### config.mk
export PLATFORM = sky130hd
export DESIGN_NAME = ad7822_emul
export DESIGN_NICKNAME = d
export VERILOG_FILES = /design/src/rtl/ad7822_emul.sv
export SDC_FILE = /design/constraint.sdc
export NUM_CORES = 1
export LEC_CHECK = 0
export ABC_AREA = 1
export CAP_MARGIN = 20
export CORE_MARGIN = 10
export CORE_UTILIZATION = 50
export CTS_CLUSTER_DIAMETER = 60
export DETAILED_ROUTE_END_ITERATION = 10
export GPL_TIMING_DRIVEN = 0
export PLACE_DENSITY = 0.76
export SLEW_MARGIN = 20
export SYNTH_ARGS = -nofsm -noshare
export SYNTH_HDL_FRONTEND = slang
export SYNTH_SLANG_ARGS = --single-unit
### constraint.sdc
create_clock -name clk -period 2.46 [get_ports clk]
set_input_delay 0.615 -clock clk [delete_from_list [all_inputs] [get_ports clk]]
set_output_delay 0.615 -clock clk [all_outputs]
set_load 0.05 [all_outputs]
### src/rtl/ad7822_emul.sv
// ad7822_emul: cycle-level emulation of the AD7822 8-bit ADC parallel interface.
// It is the responder end of the convst/cs/rd/eoc handshake. A digital sample
// stream stands in for the analog input.
//
// Ports:
//   clk          system clock (same domain as the initiator)
//   reset_n      asynchronous active-low reset
//   sample_in    digital "analog" input, 0x00 = 0 V, 0xFF = full scale
//   convst_n     conversion start, falling edge starts a conversion
//   cs_n, rd_n   chip select / read strobe, active low
//   pd_n         power-down, active low
//   eoc_n        end of conversion, low until the result is read
//   db, db_oe    registered read data and its valid flag
//   overrun_cnt  saturating count of lost/ignored conversions
//
// Build option: define ADC_EMUL_OVERRUN_EN to implement overrun_cnt;
// otherwise it is tied to 0x00.
module ad7822_emul #(
    parameter int unsigned CONV_CYCLES = 21
) (
    input  logic       clk,
    input  logic       reset_n,
    input  logic [7:0] sample_in,
    input  logic       convst_n,
    input  logic       cs_n,
    input  logic       rd_n,
    input  logic       pd_n,
    output logic       eoc_n,
    output logic [7:0] db,
    output logic       db_oe,
    output logic [7:0] overrun_cnt
);

    localparam int unsigned DATA_W = 8;
    localparam int unsigned CNT_W  = 8;

    typedef enum logic [1:0] {
        IDLE    = 2'd0,
        CONVERT = 2'd1,
        EOC     = 2'd2,
        READ    = 2'd3
    } state_t;

    state_t              state;
    logic                convst_q;
    logic [DATA_W-1:0]   hold;
    logic [DATA_W-1:0]   result;
    logic [CNT_W-1:0]    cnt;

    logic start_c;
    logic rd_c;

    // Falling-edge detect on convst_n; convst_q resets low so a low level at
    // reset release is not mistaken for an edge.
    assign start_c = convst_q & ~convst_n;
    assign rd_c    = ~cs_n & ~rd_n;

    // Conversion handshake FSM with registered eoc_n.
    always_ff @(posedge clk or negedge reset_n) begin
        if (!reset_n) begin
            state    <= IDLE;
            convst_q <= 1'b0;
            hold     <= '0;
            result   <= '0;
            cnt      <= '0;
            eoc_n    <= 1'b1;
        end else begin
            convst_q <= convst_n;
            if (!pd_n) begin
                // Power-down aborts everything but keeps the last result.
                state <= IDLE;
                eoc_n <= 1'b1;
            end else begin
                unique case (state)
                    IDLE: begin
                        if (start_c) begin
                            hold  <= sample_in;
                            cnt   <= CNT_W'(CONV_CYCLES - 1);
                            state <= CONVERT;
                        end
                    end
                    CONVERT: begin
                        // Starts here are ignored; the overrun counter sees them.
                        if (cnt == '0) begin
                            result <= hold;
                            eoc_n  <= 1'b0;
                            state  <= EOC;
                        end else begin
                            cnt <= cnt - CNT_W'(1);
                        end
                    end
                    EOC: begin
                        // A start with the result unread discards it.
                        if (start_c) begin
                            eoc_n <= 1'b1;
                            hold  <= sample_in;
                            cnt   <= CNT_W'(CONV_CYCLES - 1);
                            state <= CONVERT;
                        end else if (rd_c) begin
                            state <= READ;
                        end
                    end
                    READ: begin
                        // A start ends the read and begins a new conversion.
                        if (start_c) begin
                            eoc_n <= 1'b1;
                            hold  <= sample_in;
                            cnt   <= CNT_W'(CONV_CYCLES - 1);
                            state <= CONVERT;
                        end else if (!rd_c) begin
                            eoc_n <= 1'b1;
                            state <= IDLE;
                        end
                    end
                    default: state <= IDLE;
                endcase
            end
        end
    end

    // Read port, active in every state.
    always_ff @(posedge clk or negedge reset_n) begin
        if (!reset_n) begin
            db    <= '0;
            db_oe <= 1'b0;
        end else begin
            db_oe <= rd_c;
            db    <= rd_c ? result : '0;
        end
    end

`ifdef ADC_EMUL_OVERRUN_EN
    logic ovr_event_c;

    // A start lost in CONVERT or one that discards an unread result.
    assign ovr_event_c = pd_n & start_c & ((state == CONVERT) | (state == EOC));

    always_ff @(posedge clk or negedge reset_n) begin
        if (!reset_n) begin
            overrun_cnt <= '0;
        end else if (ovr_event_c && (overrun_cnt != '1)) begin
            overrun_cnt <= overrun_cnt + CNT_W'(1);
        end
    end
`else
    assign overrun_cnt = '0;
`endif

endmodule

==> results of run 1 <==
==> metrics by stage <==
stage / cell area (um2) / hold slack [ns]
floorplan: 1814 / 0.3194
global placement: 2102 / 0.4531
detailed placement: 2125 / 0.4634
CTS: 2183 / 0.1773
global route: 2183 / 0.1645
finish: 2183 / 0.1647
==> per-layer routing <==
layer  track usage [%]  up-vias  share of wire [%]
met1             14.37      602                 44
met5                 0        -                  0
met4             5.986        0                1.9
met2             18.37       26                 47
li1                  -      690                  -
met3             5.068        5                7.1
==> kinds of logic after synthesis <==
group	after synthesis	synth area share [%]
simple gates	105	27.85
buf+inv	39	10.71
flops	37	51.85
compound gates	18	6.998
xor+xnor	2	0.9799
fa+ha+maj	2	1.399
other cells	1	0.2097
==> cell usage after synthesis <==
master / number
o21bai_1: 1
buf_6: 1
inv_2: 5
xor2_1: 1
o21ai_0: 3
nor2_1: 30
inv_4: 1
nand4_1: 4
nand2_1: 49
inv_1: 22
buf_4: 9
a21oi_1: 1
ha_1: 2
dfrtp_1: 36
buf_2: 1
nor2_4: 1
nand3_4: 1
o21ai_2: 2
a21o_1: 1
a21oi_2: 6
dfstp_2: 1
nand2_4: 5
nand3_1: 13
conb_1: 1
nor2_8: 1
nor2_2: 1
o21ai_1: 4
xnor2_1: 1
==> registers in the layout, summed over array words and instances, names as in the netlist <==
| register | flops |
|---|---|
| state | 2 |
| db | 8 |
| eoc_n | 1 |
| cnt | 8 |
| convst_q | 1 |
| db_oe | 1 |
| hold | 8 |
| result | 8 |
==> how the worst max path moves through the flow <==
stage / depth (start not counted) / slack (ns) / endpoint / startpoint
2_1_floorplan: 5 / 1.06 / cnt[4] / convst_n
3_3_place_gp: 1 / -0.07 / convst_q / reset_n
3_5_place_dp: 6 / 0.47 / cnt[5] / convst_n
4_1_cts: 1 / 0.15 / eoc_n / eoc_n
5_1_grt: 1 / 0.11 / eoc_n / eoc_n
6_report: 1 / 0.16 / eoc_n / eoc_n
==> final cells by class <==
cell class | count | area, um2 | area share (%)
buffer | 11 | 83.83 | 3.840
clock buffer | 5 | 37.54 | 1.719
clock inverter | 3 | 21.27 | 0.9742
inverter | 28 | 107.6 | 4.928
multi-input combinational | 135 | 695.7 | 31.86
sequential | 37 | 927.1 | 42.46
tap | 46 | 57.56 | 2.636
timing repair buffer | 24 | 252.7 | 11.58
==> report_power, final <==
part / internal (mW) / switching, mW
logic: 0.367 / 0.637
registers: 0.836 / 0.149
clock network: 0.113 / 0.219
==> summary.md, run 1 <==
| Metric | Value |
|---|---|
| Top cells by area, synth | `dfrtp_1 (50%), nand2_1 (10%), nor2_1 (6.3%), inv_1 (4.6%), buf_4 (3.8%)` |
| Share of the synthesized area in the top cell type | `50.38%` |
| Number of placed I/O pins | `32` |
| Vias per Instance | `4.578` |
| Cell count after placement | `281` |
| Pwr Density | `1063 nW/um2` |
| FMAX | `0.4352 GHz` |
| Static leakage power | `1.160 nW` |
| Syn-to-layout area delta | `22.11%` |
| Root buffer cell | `clkbuf_4` |
| Detailed-route DRC error count | `0` |
| CP Launch Type | `flop` |
| Min Tclk post-route | `2.298 ns` |
| Avg Cell Area, Syn | `8.765 um2` |
| Routed wire length per instance | `11.72 um` |
| Worst Max-Slew Pin Slew | `0.5007 ns` |
| H-tree depth | `2` |
| Clock Latency Late Sink | `0.35 ns` |
| Gpl congestion | `0.8626` |
| Commonest non-fill, non-tap cells in the layout | `nand2_1 (49), dfrtp_1 (36), nor2_1 (30)` |
| Final Hold Viols | `0` |
| Fin nets | `258` |
| Largest net degree at the start of global routing | `23` |
| Core area | `3390 um2` |
| Seq/Total Area, Yosys | `51.85%` |
| Synth Instances | `204` |
| TritonCTS clock tree | `done` |
| Skew final | `0.008726 ns` |
| Routed WL | `3.388 mm` |
| Synthesis-stage register bit count | `37` |
| Required @ worst endpoint | `1.85 ns` |
| Slew HR | `66.52%` |
| RSZ-0062 raised after global routing | `false` |
| Min-delay worst type | `input pin to async pin` |
| Status | `finished clean` |
| Type of destination of the critical path | `primary output` |
| GRT Overall Usage | `12.09%` |
| Synth warn | `0` |
| Crit path DAT | `1.68 ns` |
| Fill cell count | `304` |
| Clock Pin Slew Worst Setup and Hold Paths | `0.12 ns` |
| Max FO, Critical Path | `2` |
| Final setup vio count | `0` |
| Max Root-Sink Buffers | `2` |
| Clk sinks | `37` |
| Grt total ovfl | `0` |
| Final Util | `64.41%` |
| Worst-path cell chain | `clkdlybuf4s50_1` |
| Leading cell type in the layout, fill and taps excluded | `nand2_1` |
| Synth Cell Area | `1788 um2` |
| PostCTS Resize Cnt | `0` |
| Reg2Reg Launch Point | `cnt[0]` |
| Largest area contributor in the netlist | `dfrtp_1` |
| R2R setup slack | `0.98 ns` |
| DIE HEIGHT | `79.80 um` |
| Worst vdd ir | `0.5386 mV` |
| Antenna Cells | `0` |
| Number of buffers and inverters on the critical path | `1` |
| Worst setup path class | `flop to primary output` |
| Vias | `1323` |
| 1st-iter DRT viols | `42` |
| FP Rows | `21` |
| Buffers added on ports | `23` |
| Die width | `79.80 um` |
| Vias in the first global route | `1367` |
| Yosys cell types | `28` |
| Die area | `6368 um2` |
| Largest stage delay, worst path | `0.79 ns` |
| CP delay by family, top | `buffers and inverters` |
| Post-route antenna net violation count | `0` |
| Crit Reg-Reg Endpoint | `result[7]` |
| Num CTS Buffers | `5` |
| R2r worst-path depth | `10` |
| Slew Limit Fails | `0` |
| HPWL reported at the end of detailed placement | `2.606 mm` |
| Post-Layout Cell Count | `289` |
| Drt first pass iters | `4` |
| Setup bufs post-CTS | `0` |
| Tcrit/Tclk final | `93.40%` |
| First-pass GRT wire length | `6.189 mm` |
| Setup TNS | `0 ns` |
| Antenna violations before repair | `0` |
| DP Worst Slack | `0.4712 ns` |
| Slowest cell on crit path | `clkdlybuf4s50_1` |
| Post-route worst setup slack | `0.1623 ns` |
| Layout cells sized above 1 | `18.52%` |
| Hold Buf Count CTS | `0` |
| Max Cap Viol | `0` |
| Initial core utilization | `52.75%` |
| Pwr Total | `2.321 mW` |
No activity file was read; power rests on OpenSTA's default activity.
==> run 2, diff against run 1 <==
==> constraint.sdc (replaced) <==
create_clock -name clk -period 2.7 [get_ports clk]
set_input_delay 0.675 -clock clk [delete_from_list [all_inputs] [get_ports clk]]
set_output_delay 0.675 -clock clk [all_outputs]
set_load 0.05 [all_outputs]
==> results of run 2 <==
Same layout as run 1 (identical final DEF). Status: finished clean.
Main changes from that run: setup slack after placement 0.4712 ns -> 0.6512 ns; setup slack after layout 0.1623 ns -> 0.3423 ns; hold slack 0.1647 ns -> 0.2247 ns; register-to-register setup slack 0.98 ns -> 1.22 ns; total power 2.321 mW -> 2.115 mW; worst IR drop on VDD 0.5386 mV -> 0.4907 mV
==> run 3, diff against run 2 <==
--- a/config.mk
+++ b/config.mk
@@ -12,8 +12,7 @@
 export CTS_CLUSTER_DIAMETER = 60
 export DETAILED_ROUTE_END_ITERATION = 10
 export GPL_TIMING_DRIVEN = 0
-export PLACE_DENSITY = 0.76
-export SLEW_MARGIN = 20
+export PLACE_DENSITY_LB_ADDON = 0.12
 export SYNTH_ARGS = -nofsm -noshare
 export SYNTH_HDL_FRONTEND = slang
 export SYNTH_SLANG_ARGS = --single-unit
==> summary.md, run 3 (synthesis gave the netlist of run 1 again) <==
| Metric | Value |
|---|---|
| Drt first pass iters | `4` |
| Core area | `3390 um2` |
| Initial core utilization | `52.75%` |
| Antenna Cells | `0` |
| Leading cell type in the layout, fill and taps excluded | `nand2_1` |
| Number of buffers and inverters on the critical path | `1` |
| Routed WL | `3.274 mm` |
| Root buffer cell | `clkbuf_4` |
| Worst Setup SP | `eoc_n` |
| Largest net degree at the start of global routing | `38` |
| Antenna violations before repair | `0` |
| Reg2Reg Launch Point | `cnt[0]` |
| Crit path DAT | `1.67 ns` |
| Type of destination of the critical path | `primary output` |
| Clk sinks | `37` |
| Detailed-route DRC error count | `0` |
| Die area | `6368 um2` |
| Tcrit/Tclk final | `86.79%` |
| Placed inst area | `2097 um2` |
| Clock Latency Late Sink | `0.34 ns` |
| GRT Overall Usage | `11.48%` |
| Number of placed I/O pins | `32` |
| Internal power | `1.289 mW` |
| Vias per Instance | `4.528` |
| CP delay by family, top | `buffers and inverters` |
| RSZ-0062 raised after global routing | `false` |
| Sw power | `0.8808 mW` |
| Worst-path cell chain | `clkdlybuf4s50_1` |
| Cell depth of the worst setup path | `1` |
| Routed wire length per instance | `11.37 um` |
| PostCTS Resize Cnt | `0` |
| Gpl congestion | `0.8437` |
| Clock power frac | `17.5%` |
| Fill cell count | `306` |
| FP Rows | `21` |
| R2r worst-path depth | `10` |
| Largest stage delay, worst path | `0.79 ns` |
| Die width | `79.80 um` |
| CP Launch Type | `flop` |
| Grt total ovfl | `0` |
| HPWL reported at the end of detailed placement | `2.485 mm` |
| Fin nets | `257` |
| Cell area after layout | `2177 um2` |
| Commonest non-fill, non-tap cells in the layout | `nand2_1 (49), dfrtp_1 (36), nor2_1 (30)` |
| Vias | `1304` |
| Max FO, Critical Path | `2` |
| Switching share of power | `40.60%` |
| R2R setup slack | `1.22 ns` |
| Layout cells sized above 1 | `17.77%` |
| Skew final | `0.01044 ns` |
| Crit Reg-Reg Endpoint | `result[7]` |
| Worst Max-Slew Pin Slew | `0.8012 ns` |
| Vias in the first global route | `1304` |
| Post-route antenna net violation count | `0` |
| Worst vdd ir | `0.4217 mV` |
| Min-delay worst type | `input pin to async pin` |
| H-tree depth | `2` |
| Slew Limit Fails | `0` |
| Buffers added on ports | `23` |
| Clock Pin Slew Worst Setup and Hold Paths | `0.11 ns` |
| Worst setup path class | `flop to primary output` |
| Setup bufs post-CTS | `0` |
| Setup TNS | `0 ns` |
| Pwr Density | `996.5 nW/um2` |
| Final setup vio count | `0` |
| Slew HR | `46.58%` |
| Sequential Power Share | `41.0%` |
| Status | `finished clean` |
| Max Cap Viol | `0` |
| FMAX | `0.4267 GHz` |
| First-pass GRT wire length | `5.878 mm` |
| Num CTS Buffers | `5` |
| TritonCTS clock tree | `done` |
| Combinational share of power | `41.5%` |
| Min Tclk post-route | `2.343 ns` |
| Hold Buf Count CTS | `0` |
| Slowest cell on crit path | `clkdlybuf4s50_1` |
| Syn-to-layout area delta | `21.76%` |
| DIE HEIGHT | `79.80 um` |
| Cell count after placement | `280` |
| Critical Path End | `eoc_n` |
| Final Hold Viols | `0` |
| 1st-iter DRT viols | `78` |
| Max Root-Sink Buffers | `2` |
| Required @ worst endpoint | `2.03 ns` |
| Post-Layout Cell Count | `288` |
| Static leakage power | `1.158 nW` |
## run 3: metal layers
metal / vias up / GRT usage [%] / share of wire, %
li1: 687 / - / -
met1: 590 / 13.15 / 44
met2: 25 / 19.26 / 50
met3: 2 / 4.955 / 6.0
met4: 0 / 2.817 / 0.43
met5: - / 0 / 0
## run 3: worst min path at each step
stage / startpoint / end / slack (ns)
global route: reset_n / db_oe / 0.45
finish: reset_n / db_oe / 0.41
global placement: eoc_n / eoc_n / 0.45
CTS: reset_n / db[4] / 0.43
detailed placement: eoc_n / eoc_n / 0.45
floorplan: reset_n / cnt[0] / 0.38
## run 3: layout make-up
cell class | count | area, um2 | share of cell area (%)
Inverter | 28 | 107.6 | 4.943
Tap cell | 46 | 57.56 | 2.644
Timing Repair Buffer | 23 | 225.2 | 10.34
Sequential cell | 37 | 927.1 | 42.59
Multi-Input combinational cell | 135 | 695.7 | 31.95
Clock buffer | 6 | 41.29 | 1.897
Clock inverter | 2 | 38.79 | 1.782
Buffer | 11 | 83.83 | 3.851
## run 3: power by group through the flow
stage / Combinational [mW] / Clock [mW] / Sequential (mW)
global placement: 0.890 / 0 / 0.900
finish: 0.901 / 0.380 / 0.889
floorplan: 0.644 / 0 / 0.957
global route: 1.02 / 0.420 / 0.917
detailed placement: 0.909 / 0 / 0.903
CTS: 0.914 / 0.395 / 0.891
## run 3: stage by stage
step	utilization, %	worst slack (ns)	total power, mW	hold slack, ns
final	64.23	0.3567	2.170	0.4138
after global routing	64.23	0.3045	2.359	0.4464
after CTS	64.23	0.3346	2.199	0.4322
after detailed placement	61.87	0.6543	1.812	0.4511
after global placement	62.02	0.09674	1.790	0.4501
after floorplan	-	1.238	1.601	0.3794
